`config.mk`:
```
export PLATFORM = sky130hd
export DESIGN_NAME = dmem_arbiter
export DESIGN_NICKNAME = d
export VERILOG_FILES = /design/src/rtl/dmem_arb_pkg.sv /design/src/rtl/dmem_arbiter_rr_arb2.sv /design/src/rtl/dmem_arbiter.sv
export SDC_FILE = /design/constraint.sdc
export NUM_CORES = 1
export LEC_CHECK = 0
export ABC_AREA = 0
export ABC_CLOCK_PERIOD_IN_PS = 4600
export BUFFER_PORTS_ARGS = -buffer_cell sky130_fd_sc_hd__clkbuf_2
export CAP_MARGIN = 10
export CORE_AREA = 2 2 116 118
export CTS_CLUSTER_SIZE = 12
export DETAILED_ROUTE_END_ITERATION = 12
export DIE_AREA = 0 0 118 120
export GPL_ROUTABILITY_DRIVEN = 0
export GPL_TIMING_DRIVEN = 0
export PLACE_DENSITY = 0.5
export RECOVER_POWER = 100
export SETUP_SLACK_MARGIN = 0.05
export SLEW_MARGIN = 10
export SYNTH_ARGS = -nofsm -noshare
export SYNTH_HDL_FRONTEND = slang
export SYNTH_SLANG_ARGS = --single-unit
```
`constraint.sdc`:
```
create_clock -name clk -period 4.6 [get_ports clk]
set_clock_uncertainty 0.15 [all_clocks]
set_input_delay 0.69 -clock clk [delete_from_list [all_inputs] [get_ports clk]]
set_output_delay 0.69 -clock clk [all_outputs]
set_load 0.005 [all_outputs]
```
`src/rtl/dmem_arb_pkg.sv`:
```
// dmem_arb_pkg
//   Shared types and constants for the data-memory arbiter.
//   owner_t   : which requester a grant or a returning read belongs to
//   NUM_REQ   : number of requesters sharing the memory port
//   grant_owner() : converts a one-hot grant vector to an owner_t
package dmem_arb_pkg;

  localparam int NUM_REQ = 2;

  typedef enum logic {
    OWN_CORE   = 1'b0,
    OWN_LOADER = 1'b1
  } owner_t;

  // Only meaningful for a non-zero one-hot grant; an empty grant maps to
  // OWN_CORE, and callers qualify it with their own "any grant" term.
  function automatic owner_t grant_owner(input logic [NUM_REQ-1:0] gnt);
    return gnt[1] ? OWN_LOADER : OWN_CORE;
  endfunction

endpackage

```
`src/rtl/dmem_arbiter_rr_arb2.sv`:
```
// rr_arb2
//   Combinational two-way round-robin pick with a lock override.
//   req[1:0]  in  : request vector (bit 0 = core, bit 1 = loader)
//   last      in  : requester granted most recently
//   lock_hold in  : loader owns the port this cycle regardless of req[0]
//   gnt[1:0]  out : one-hot grant, all zero when nothing requests
module rr_arb2
  import dmem_arb_pkg::*;
(
  input  logic [NUM_REQ-1:0] req,
  input  owner_t             last,
  input  logic               lock_hold,
  output logic [NUM_REQ-1:0] gnt
);

  always_comb begin
    gnt = '0;
    if (lock_hold) begin
      gnt = 2'b10;
    end else begin
      case (req)
        2'b01:   gnt = 2'b01;
        2'b10:   gnt = 2'b10;
        // Contested: the requester that did not win last time goes now.
        2'b11:   gnt = (last == OWN_LOADER) ? 2'b01 : 2'b10;
        default: gnt = 2'b00;
      endcase
    end
  end

endmodule

```
`src/rtl/dmem_arbiter.sv`:
```
// dmem_arbiter
//   Shares the single data-memory port between the core load/store unit
//   (requester 0) and the program/debug loader (requester 1). At most one
//   access is granted per cycle, combinationally in the request cycle.
//   Read data returns one cycle later to the requester that issued it.
//
//   clk, reset                 : clock, synchronous active-high reset
//   m0_req/we/addr/wdata       : core request fields (held until gnt)
//   m0_gnt, m0_rvalid, m0_rdata: core grant and read return
//   m1_*                       : loader equivalents of the m0_* ports
//   m1_lock                    : loader keeps ownership while asserted with m1_req
//   mem_we/addr/wdata          : memory port driven by the granted requester
//   mem_rdata                  : memory read data, one cycle after the address
module dmem_arbiter
  import dmem_arb_pkg::*;
#(
  parameter int AW = 32,
  parameter int DW = 32
) (
  input  logic          clk,
  input  logic          reset,

  input  logic          m0_req,
  input  logic          m0_we,
  input  logic [AW-1:0] m0_addr,
  input  logic [DW-1:0] m0_wdata,
  output logic          m0_gnt,
  output logic          m0_rvalid,
  output logic [DW-1:0] m0_rdata,

  input  logic          m1_req,
  input  logic          m1_we,
  input  logic [AW-1:0] m1_addr,
  input  logic [DW-1:0] m1_wdata,
  input  logic          m1_lock,
  output logic          m1_gnt,
  output logic          m1_rvalid,
  output logic [DW-1:0] m1_rdata,

  output logic          mem_we,
  output logic [AW-1:0] mem_addr,
  output logic [DW-1:0] mem_wdata,
  input  logic [DW-1:0] mem_rdata
);

  owner_t             last_q;
  owner_t             rd_owner_q;
  logic               locked_q;
  logic               rd_pend_q;

  logic [NUM_REQ-1:0] req_v;
  logic [NUM_REQ-1:0] gnt_v;
  logic               lock_hold;
  logic               any_gnt;
  owner_t             gnt_own;
  logic               rd_ret;

  // Masking requests during reset forces every grant, and therefore
  // mem_we, low without a second gating stage on the outputs.
  assign req_v = reset ? '0 : {m1_req, m0_req};

  // Dropping either m1_req or m1_lock releases ownership in that same cycle,
  // so the core can win a contest immediately.
  assign lock_hold = ~reset & locked_q & m1_req & m1_lock;

  rr_arb2 u_rr_arb2 (
    .req       (req_v),
    .last      (last_q),
    .lock_hold (lock_hold),
    .gnt       (gnt_v)
  );

  assign any_gnt = |gnt_v;
  assign gnt_own = grant_owner(gnt_v);
  assign m0_gnt  = gnt_v[0];
  assign m1_gnt  = gnt_v[1];

  always_comb begin
    mem_we    = 1'b0;
    mem_addr  = '0;
    mem_wdata = '0;
    if (gnt_v[1]) begin
      mem_we    = m1_we;
      mem_addr  = m1_addr;
      mem_wdata = m1_wdata;
    end else if (gnt_v[0]) begin
      mem_we    = m0_we;
      mem_addr  = m0_addr;
      mem_wdata = m0_wdata;
    end
  end

  // A read in flight when reset arrives is dropped, not delivered.
  assign rd_ret    = rd_pend_q & ~reset;
  assign m0_rvalid = rd_ret & (rd_owner_q == OWN_CORE);
  assign m1_rvalid = rd_ret & (rd_owner_q == OWN_LOADER);
  assign m0_rdata  = m0_rvalid ? mem_rdata : '0;
  assign m1_rdata  = m1_rvalid ? mem_rdata : '0;

  always_ff @(posedge clk) begin
    if (reset) begin
      last_q     <= OWN_LOADER;
      locked_q   <= 1'b0;
      rd_pend_q  <= 1'b0;
      rd_owner_q <= OWN_CORE;
    end else begin
      // Grants made under the lock leave last at the loader value recorded
      // by the grant that took the lock, so the core wins right after unlock.
      if (any_gnt && !lock_hold) begin
        last_q <= gnt_own;
      end
      locked_q  <= gnt_v[1] & m1_lock;
      rd_pend_q <= any_gnt & ~mem_we;
      if (any_gnt && !mem_we) begin
        rd_owner_q <= gnt_own;
      end
    end
  end

endmodule

```
* Word level (Yosys, flattened, before mapping)
Cells that the tools add are included.
** Word-level totals
- Output and inout port bits :: 133
- Bits in registers :: 4
- Bits of input ports :: 167
** Cells by class
- Reductions and logical operators :: 5
- Multiplexer cells :: 13
- Bitwise operators :: 11
- Eq/ne operators :: 3
** Operator list (number)
- 2-to-1 mux 32 bit :: 6
- bitwise AND 1 bit :: 8
- 2-to-1 mux 2 bit :: 3
- one-hot mux 2 bit (3 select lines) :: 1
- == test 2 bit (second input constant) :: 2
- 2-to-1 mux 1 bit :: 3
- NOT 1 bit :: 3
- == test 2 x 1 -> 1 bit (second input constant) :: 1
- logical AND 1 bit :: 2
- zero test 1 bit :: 2
- OR reduction 2 bit :: 1

* Depth between registers and ports, before layout
Gate-level depths: netlist (run 1).
- Depth after elaboration :: 9
- Mapped depth :: 6
- Depth with buffers taken out :: 3

* By module
From an unflattened synthesis (run 1), not the netlist that was laid out.
** Unflattened totals
- Cell total of the unflattened synthesis :: 176
- Area total of the unflattened synthesis :: 1320.0 um2
** Modules (own cells, without submodules)
- dmem_arbiter :: sequential area each 80.1 um2, area each 1288.7 um2, instances 1, cells an instance 172
- rr_arb2 :: sequential area each 0.0 um2, area each 31.3 um2, instances 1, cells an instance 4

* Worst setup path before layout (run 1)
No wires, ideal clock.
- Kind :: input -> output
- Start point :: input port m1_lock
- End point :: output port mem_addr[10]
- Buffers on the path :: 2
- Slack :: 2.246 ns
- Stages on the path :: 5
- Data arrival time :: 1.514 ns
- Data required time :: 3.760 ns
- Path through :: a21boi_1 > a21oi_2 > buf_4 > buf_4 > a22o_1
** Between the ends
- Longest elaborated chain between the ends :: 4
** RTL lines
- start, declared :: RTL line dmem_arbiter.sv:35 : input logic m1_lock,
- bitwise AND 1 bit (*) :: RTL line dmem_arbiter.sv:64 : assign lock_hold = ~reset & locked_q & m1_req & m1_lock;
- 2-to-1 mux 2 bit (*) :: RTL line dmem_arbiter_rr_arb2.sv:18 : if (lock_hold) begin
- 2-to-1 mux 32 bit :: RTL line dmem_arbiter.sv:86 : end else if (gnt_v[0]) begin
- 2-to-1 mux 32 bit (*) :: RTL line dmem_arbiter.sv:82 : if (gnt_v[1]) begin
- end, declared :: RTL line dmem_arbiter.sv:41 : output logic [AW-1:0] mem_addr,
Every way passes the cells marked *; elsewhere a longest branch is shown, timed or not.

* Final worst setup path (run 1)
- Start point :: input port reset
- End point :: output port mem_addr[19]
** Between the ends
- Longest elaborated chain between the ends :: 7
- Elaborated cells between the ends (all ways) :: 12
** RTL lines
- start, declared :: RTL line dmem_arbiter.sv:21 : input logic reset,
- branches (longest 4 deep; another with one-hot mux 2 bit (3 select lines))
- 2-to-1 mux 2 bit (*) :: RTL line dmem_arbiter_rr_arb2.sv:18
- 2-to-1 mux 32 bit :: RTL line dmem_arbiter.sv:86
- 2-to-1 mux 32 bit (*) :: RTL line dmem_arbiter.sv:82
Mark *: on every way between the ends.

==> impl_metrics.ini, run 1 <==
[cells_and_area]
finalInstanceArea_mm2 = 0.003029
multi_input_area_mm2 = 0.001087
seq_area_um2 = 80.08
fin_nets = 643
syn2layout_area_growth_pct = 131.2
nFillCells = 1436
drive_above_1_share = 0.5717

[yosys]
yosysTopAreaCell = a22o_1
synth.distinct_cells = 22
yosys_warnings = 0
ys_seq_area_frac = 0.06113
synthCells = 172
yosysTopAreaCellShare = 0.4346
syn_avg_cell_area_um2 = 7.616
syn_area_mm2 = 0.001310
yosys-top-cells-area = a22o_1 43%, and2_1 31%, dfxtp_1 6.1%
synth-seq-cells = 4
syn_nets = 339

[grt]
grt_pass1_wl_um = 11330
grt_pass1_vias = 2382
grt.total_usage = 0.09588
antenna_found_initial = 1
grt_start_max_net_pins = 11
grt_remaining_overflow = 0

[setup_path]
r2r_cells = 4
r2r_start = last_q
crit_path_max_fanout = 10
endpoint_kind = primary output
r2r_end = rd_owner_q
setup.worst_path.start_class = input pin
path_class = input pin to primary output
regToRegSetupSlack_ns = 2.84
crit_path_start = reset
required_ns = 3.76
crit_path_end = mem_addr[19]
arrival_ns = 2.69

[power_and_ir_drop]
ir_worst_vdd_uv = 112.8
p_clk_frac = 0.353
powerDensity_mw_per_mm2 = 126.2
swShare = 0.3014
p_comb_frac = 0.547
p_total_uw = 382.3
p_int_uw = 267.1
switchingPower_uw = 115.2
p_leak_uw = 0.001754
sequentialPowerShare = 0.099

[route]
drt_iter0_markers = 39
num_vias = 2552
drt_pass1_iterations = 4
wl_per_cell_um = 11.65
drcViolationCount = 0
routed_wl_um = 7585
ant_nets = 0
viasPerCell = 3.920

[floorplanning]
die_x_um = 118
io_pins = 300
start_util = 0.1009
fp.dieH_um = 120
core-area_mm2 = 0.01298
fp.dieArea_mm2 = 0.01416
rows = 42

[timing]
rsz0062_at_grt = false
setup_violations = 0
worst_hold_slack_ns = 0.3230
tightest_slew_ns = 0.7546
setup_tns_ns = 0
hold_viol = 0
min_period_ns = 3.529
finalMaxSlewViolations = 0
fmax_mhz = 283.3
finalCritPeriodShare = 0.7672
slew_headroom = 0.4958

[place]
post-dp-hpwl_um = 6739
dpl_cell_area_mm2 = 0.003027
portBuffers = 299

[clocking]
cts_buffer_depth = 2
cts_root_buffer = clkbuf_16
post_cts_buffers = 0
clk_latency_ns = 0.22
post_cts_resized = 0
cts_made_buffers = 3
cts_sinks = 4
cts_max_level = 1
cts_tree = yes
hold_buffers = 0
path_clk_slew_ns = 0.03

[job]
drv_cap = 0

[outcome]
status = finished clean

[hold_path]
hold_class = register to register
## critical path, cell delays in order
cell	delay, ns
clkbuf_1	0.15
nand2b_1	0.19
a21oi_1	0.36
clkbuf_1	0.54
clkbuf_1	0.40
a22o_1	0.21
clkbuf_1	0.13
## metrics by stage
step / worst slack (ns) / instances / util
6_report: 1.071 / 651 / 0.2334
5_1_grt: 0.7758 / 651 / 0.2334
4_1_cts: 1.592 / 650 / 0.2390
3_5_place_dp: 1.592 / 647 / 0.2332
3_3_place_gp: 1.644 / 647 / 0.2332
2_1_floorplan: 2.246 / 172 / -
## placed cells by master, fill, tap and decap left out, types with 2 or more instances in the layout
master     Yosys  layout
and2_1        64      26
clkbuf_1       5      53
clkbuf_2       0     261
and2_0         0      38
nand2b_1       2       2
buf_6          5       4
and3b_1        2       2
a22o_1        65      65
dfxtp_1        4       4
clkbuf_16      0       3
a21oi_1        2       3
buf_2          9       2
## how the worst min path moves through the flow
stage / start / endpoint / depth (start not counted)
floorplan: last_q / last_q / 1
global placement: last_q / last_q / 1
detailed placement: last_q / last_q / 1
CTS: last_q / last_q / 1
global route: last_q / last_q / 1
finish: last_q / last_q / 1
## kinds of logic after synthesis
logic type	count (synthesis)	synth area share
buffers and inverters	22	0.1060
flip-flops	4	0.06113
AO/OA/AOI/OAI	73	0.4795
AND/OR/NAND/NOR	73	0.3534
## synthesized netlist by cell type
library cell,count
or2_2,1
buf_4,2
nand2b_1,2
inv_1,1
and2_1,64
and4b_1,1
clkbuf_1,5
buf_6,5
a21oi_2,1
dfxtp_1,4
a21boi_1,1
nand3_1,1
a211o_1,1
o22a_1,1
a22o_1,65
a21o_1,1
and3b_1,2
a211oi_1,1
buf_2,9
nor3b_1,1
a21oi_1,2
nand2_1,1
## registers in the layout, summed over array words and instances, names as in the netlist
name,flops
rd_owner_q,1
last_q,1
rd_pend_q,1
locked_q,1
## layout make-up
cell class / count / area share
Antenna cell: 1 / 0.0008261
Clock buffer: 3 / 0.02478
Buffer: 21 / 0.03676
Multi-Input combinational cell: 146 / 0.3589
Tap cell: 176 / 0.07270
Sequential cell: 4 / 0.02644
Timing Repair Buffer: 299 / 0.4783
Inverter: 1 / 0.001239
## layer usage
| layer | track usage | share of wire | wire, um | up-vias |
|---|---|---|---|---|
| met3 | 0.02662 | 0.10 | 774 | 6 |
| met2 | 0.1875 | 0.53 | 3994 | 170 |
| met4 | 0.02184 | 0.012 | 90 | 0 |
| li1 | - | - | - | 1250 |
| met5 | 0 | 0 | 0 | - |
| met1 | 0.1011 | 0.36 | 2725 | 1126 |
## power by group through the flow
stage	clock network, uW	registers (uW)	logic, uW
2_1_floorplan	0	38.1	84.1
3_3_place_gp	0	38.3	216
3_5_place_dp	0	38.5	219
4_1_cts	137	38.0	220
5_1_grt	140	38.3	230
6_report	135	38.0	209
(Power assumes the default switching activity.)
==> run 2, diff against run 1 <==
- ABC_AREA: 0 -> 1
- ABC_CLOCK_PERIOD_IN_PS: 4600 -> 3200
- CORE_AREA: 2 2 116 118 -> 2 2 117 119
- DIE_AREA: 0 0 118 120 -> 0 0 119 121
- PLACE_DENSITY: 0.5 -> 0.51
- clock period: 4.6 -> 3.2 ns (I/O delays scaled with it)
==> run 2 against run 1 <==
Compared with the run above:
- clock power rose by 42%
- routed wire length rose by 24%
- largest power group unchanged
- register-to-register slack worse by 1.5 ns
- worst setup slack lost 0.55 ns
- power up 56%
- cell count rose by 6.9%
- largest cell class unchanged
- highest routed layer is now met3
- critical path type unchanged
- synthesized cell count increased by 27%
- cell area decreased by 0.74%
==> impl_metrics.ini, run 2 <==
[outcome]
status = finished clean

[setup_path]
path_common_cell = clkbuf_1
crit_chain = clkbuf_2 -> nor2_1 -> nand2_4 -> nand2_2 -> clkbuf_1 -> buf_6 -> a22o_1 -> clkbuf_1
slowest_delay_ns = 0.47
crit_path_max_fanout = 10
cpMaxStageDelayCell = clkbuf_1
endpoint_kind = primary output
path_class = input pin to primary output
setup.worst_path.start_class = input pin
required_ns = 2.57
arrival_ns = 2.05

[route]
ant_nets = 0
drt_iter0_markers = 86
num_vias = 2656
wl_per_cell_um = 13.50
viasPerCell = 3.816
routed_wl_um = 9397
drt_pass1_iterations = 4
drcViolationCount = 0

[yosys]
yosysTopAreaCellShare = 0.4230
synthCells = 218
syn_nets = 385
synth-seq-cells = 4
yosys_warnings = 0
yosys-top-cells-area = a22o_1 42%, nor2_1 18%, inv_1 10%
async_flop_share = 0
synth_top_flop_cell = dfxtp_1
ys_seq_area_frac = 0.06043
synth_edf_count = 0
synth_commonest_cells = 65 x nor2_1, 64 x a22o_1, 37 x inv_1
synth.distinct_cells = 17
post-synth-top-count-cell = nor2_1
syn_area_mm2 = 0.001325
syn_avg_cell_area_um2 = 6.078
yosysTopAreaCell = a22o_1

[timing]
setup_tns_ns = 0
hold_viol = 0
setup_violations = 0
finalMaxSlewViolations = 0
rsz0062_at_grt = false
min_period_ns = 2.684
fmax_mhz = 372.6
tightest_slew_ns = 0.5737
slew_headroom = 0.6176
finalCritPeriodShare = 0.8386

[cells_and_area]
finalInstanceArea_mm2 = 0.003007
fin_nets = 689
utilization = 0.2298
syn2layout_area_growth_pct = 126.9
finalNonFillerCells = 696
drive_above_1_share = 0.4731
mostFrequentLayoutCell = clkbuf_2
final_cell_mix = 227 x clkbuf_2, 78 x clkbuf_1, 67 x nor2_1
n_antenna_cell = 0

[clocking]
post_cts_buffers = 0
cts_made_buffers = 3
cts_sinks = 4
cts_max_level = 1
post_cts_resized = 0
path_clk_slew_ns = 0.03
clk_latency_ns = 0.22
cts_root_buffer = clkbuf_16
cts_tree = yes
cts_buffer_depth = 2
hold_buffers = 0

[grt]
grt.total_usage = 0.1152
grt_pass1_wl_um = 13320
grt_start_max_net_pins = 11
antenna_found_initial = 0
grt_remaining_overflow = 0
grt_pass1_vias = 2527

[power_and_ir_drop]
switchingPower_uw = 204.0
p_comb_frac = 0.585
powerDensity_mw_per_mm2 = 197.9
ir_worst_vdd_uv = 175.5
p_clk_frac = 0.323
sequentialPowerShare = 0.092
p_int_uw = 391.1
swShare = 0.3428
p_leak_uw = 0.001859

[place]
dp.cells = 693
post-dp-hpwl_um = 8385
portBuffers = 299
dpl_cell_area_mm2 = 0.003042

[floorplanning]
die_x_um = 119
fp.dieArea_mm2 = 0.01440
io_pins = 300
fp.dieH_um = 121
core-area_mm2 = 0.01309
start_util = 0.1013
rows = 42

[job]
drv_cap = 0

[hold_path]
hold_class = input pin to register
[run 2: worst paths after layout]
path | from | endpoint | slack [ns] | depth (start not counted)
min reg2reg | rd_owner_q | rd_owner_q | 0.34 | 2
min | m1_lock | locked_q | 0.34 | 3
max reg2reg | last_q | rd_owner_q | 1.34 | 8
max | reset | mem_addr[2] | 0.52 | 8
[run 2: final cells by class]
| type | count | area, um^2 |
|---|---|---|
| clock buffers | 3 | 75.07 |
| repair buffers | 299 | 1406 |
| multi-input cells | 152 | 922.1 |
| fillers | 1570 | 10080 |
| flip-flops and latches | 4 | 80.08 |
| well taps | 176 | 220.2 |
| plain buffers | 20 | 145.1 |
| inverters | 42 | 157.7 |
[run 2: kinds of logic after synthesis]
family,count (synthesis),synth area share
flip-flops,4,0.06044
buffers and inverters,62,0.2361
AND/OR/NAND/NOR,85,0.2691
AO/OA/AOI/OAI,67,0.4344
[run 2: power groups by stage]
stage	logic, uW	clock network (uW)	registers (uW)
after floorplan	146	0	55.1
after global placement	367	0	55.6
after detailed placement	365	0	55.6
after CTS	369	196	55.0
after global routing	380	203	55.5
final	348	192	55.0
[run 2: worst max-delay path: cells and delay by family]
family / cells / cell delay, ns
buffers and inverters: 4 / 1.01
AOI/OAI and AO/OA: 1 / 0.15
and+or+nand+nor: 3 / 0.40
[run 2: layer usage]
layer  global-route usage  up-vias  wire [um]  share of wire
li1                     -     1339          -              -
met1               0.1499     1159       4029           0.43
met2               0.2065      158       4549           0.48
met3              0.02444        0        819          0.087
met4             0.002232        0          0              0
met5                    0        -          0              0
[run 2: per-stage QoR]
stage / total power, uW / setup slack [ns] / hold WS (ns)
2_1_floorplan: 201.5 / 1.320 / 0.2978
3_3_place_gp: 422.8 / 0.8057 / 0.3297
4_1_cts: 620.1 / 0.7860 / 0.3414
5_1_grt: 639.2 / 0.3832 / 0.3527
6_report: 595.1 / 0.5164 / 0.3370
3_5_place_dp: 420.3 / 0.7916 / 0.3312
==> run 3, diff against run 2 <==
- ABC_CLOCK_PERIOD_IN_PS: 3200 -> 2400
- clock period: 3.2 -> 2.4 ns (I/O delays scaled with it)
==> run 3 against run 2 <==
Compared with the run above:
- routed wire length is 0.21% higher
- cell area about the same
- combinational power is 34% higher
- hold slack got worse by 0.099 ns
- cell count is the same
- sequential power is 33% higher
- critical path depth unchanged
- core utilization is essentially flat
- register-to-register slack worse by 0.58 ns
- global-route usage did not move
- clock power is 33% higher
- highest routed layer unchanged
==> impl_metrics.ini, run 3 (synthesis results as in run 2) <==
[clocking]
post_cts_buffers = 0
path_clk_slew_ns = 0.03
cts_sinks = 4
cts_max_level = 1
hold_buffers = 0
cts_made_buffers = 3
cts_tree = yes
clk_latency_ns = 0.22
cts_root_buffer = clkbuf_16
cts_buffer_depth = 2
post_cts_resized = 0

[timing]
finalMaxSlewViolations = 0
rsz0062_at_grt = false
hold_viol = 0
tightest_slew_ns = 0.5151
finalCritPeriodShare = 0.9253
slew_headroom = 0.6566
min_period_ns = 2.221
setup_violations = 0
fmax_mhz = 450.3
setup_tns_ns = 0

[cells_and_area]
seq_area_um2 = 80.08
nFillCells = 1573
syn2layout_area_growth_pct = 126.8
n_antenna_cell = 0
multi_input_area_um2 = 919.6
fin_nets = 689
final_cell_mix = 234 x clkbuf_2, 72 x clkbuf_1, 66 x nor2_1
finalNonFillerCells = 696
drive_above_1_share = 0.4885
mostFrequentLayoutCell = clkbuf_2

[floorplanning]
fp.dieArea_mm2 = 0.01440
fp.dieH_um = 121
io_pins = 300
core-area_mm2 = 0.01309
start_util = 0.1013
rows = 42
die_x_um = 119

[place]
post-dp-hpwl_um = 8385
dp.cells = 693
portBuffers = 299

[outcome]
status = finished clean

[grt]
grt_remaining_overflow = 0
grt_start_max_net_pins = 11
antenna_found_initial = 0
grt_pass1_wl_um = 13320
grt.total_usage = 0.1152
grt_pass1_vias = 2527

[setup_path]
setup.worst_path.start_class = input pin
path_common_cell = clkbuf_2
path_delay_family = buffers and inverters
crit_chain = clkbuf_2 -> inv_1 -> nand3_1 -> nand2_1 -> buf_6 -> clkbuf_2 -> a22o_1 -> clkbuf_1
endpoint_kind = primary output
path_class = input pin to primary output
slowest_delay_ns = 0.24
arrival_ns = 1.71
required_ns = 1.89
cpMaxStageDelayCell = clkbuf_2
path_buf_inv = 5
crit_path_max_fanout = 10

[power_and_ir_drop]
powerDensity_mw_per_mm2 = 264.4
p_leak_uw = 0.001875
ir_worst_vdd_uv = 233.9

[route]
drt_iter0_markers = 98
viasPerCell = 3.825
drt_pass1_iterations = 4
routed_wl_um = 9417
wl_per_cell_um = 13.53
num_vias = 2662
ant_nets = 0
drcViolationCount = 0

[job]
drv_cap = 0

[hold_path]
hold_class = input pin to register
-- run 3: final timing paths --
check,cells after the start,slack (ns),startpoint,endpoint
min reg2reg,2,0.34,last_q,last_q
max,8,0.18,reset,mem_wdata[25]
max reg2reg,6,0.76,last_q,rd_owner_q
min,3,0.24,m1_lock,locked_q
-- run 3: layout make-up --
cell class,count,share of cell area
timing repair buffer,299,0.4700
multi-input combinational,152,0.3060
tap,176,0.07327
inverter,42,0.05246
buffer,20,0.04663
sequential,4,0.02664
clock buffer,3,0.02498
-- run 3: tightest hold or removal path, delay by kind of cell --
| kind | cells | cell delay, ns |
|---|---|---|
| AO/OA/AOI/OAI | 1 | 0.05 |
| buffers and inverters | 2 | 0.15 |
-- run 3: metal layers --
| metal | wire length, um | track usage | vias up |
|---|---|---|---|
| li1 | - | - | 1339 |
| met1 | 4034 | 0.1499 | 1158 |
| met2 | 4527 | 0.2065 | 165 |
| met3 | 855 | 0.02444 | 0 |
| met4 | 0 | 0.002232 | 0 |
| met5 | 0 | 0 | - |
-- run 3: power by group --
| group | switching (uW) | total [uW] | internal, uW | leakage (uW) |
|---|---|---|---|---|
| combinational | 227 | 465 | 238 | 0.00181 |
| clock | 43.6 | 256 | 213 | 0.0000370 |
| sequential | 2.11 | 73.3 | 71.2 | 0.0000330 |
-- run 3: metrics by stage --
step	worst slack (ns)	hold WS, ns	utilization	area, um^2	power, uW
after floorplan	0.7600	0.2791	-	1325	268.6
after global placement	0.2457	0.3297	0.2325	3042	563.8
after detailed placement	0.2316	0.3312	0.2325	3042	560.3
after CTS	0.1586	0.2397	0.2382	3117	826.8
after global routing	0.02599	0.2531	0.2297	3005	852.6
final	0.1793	0.2384	0.2297	3005	794.5
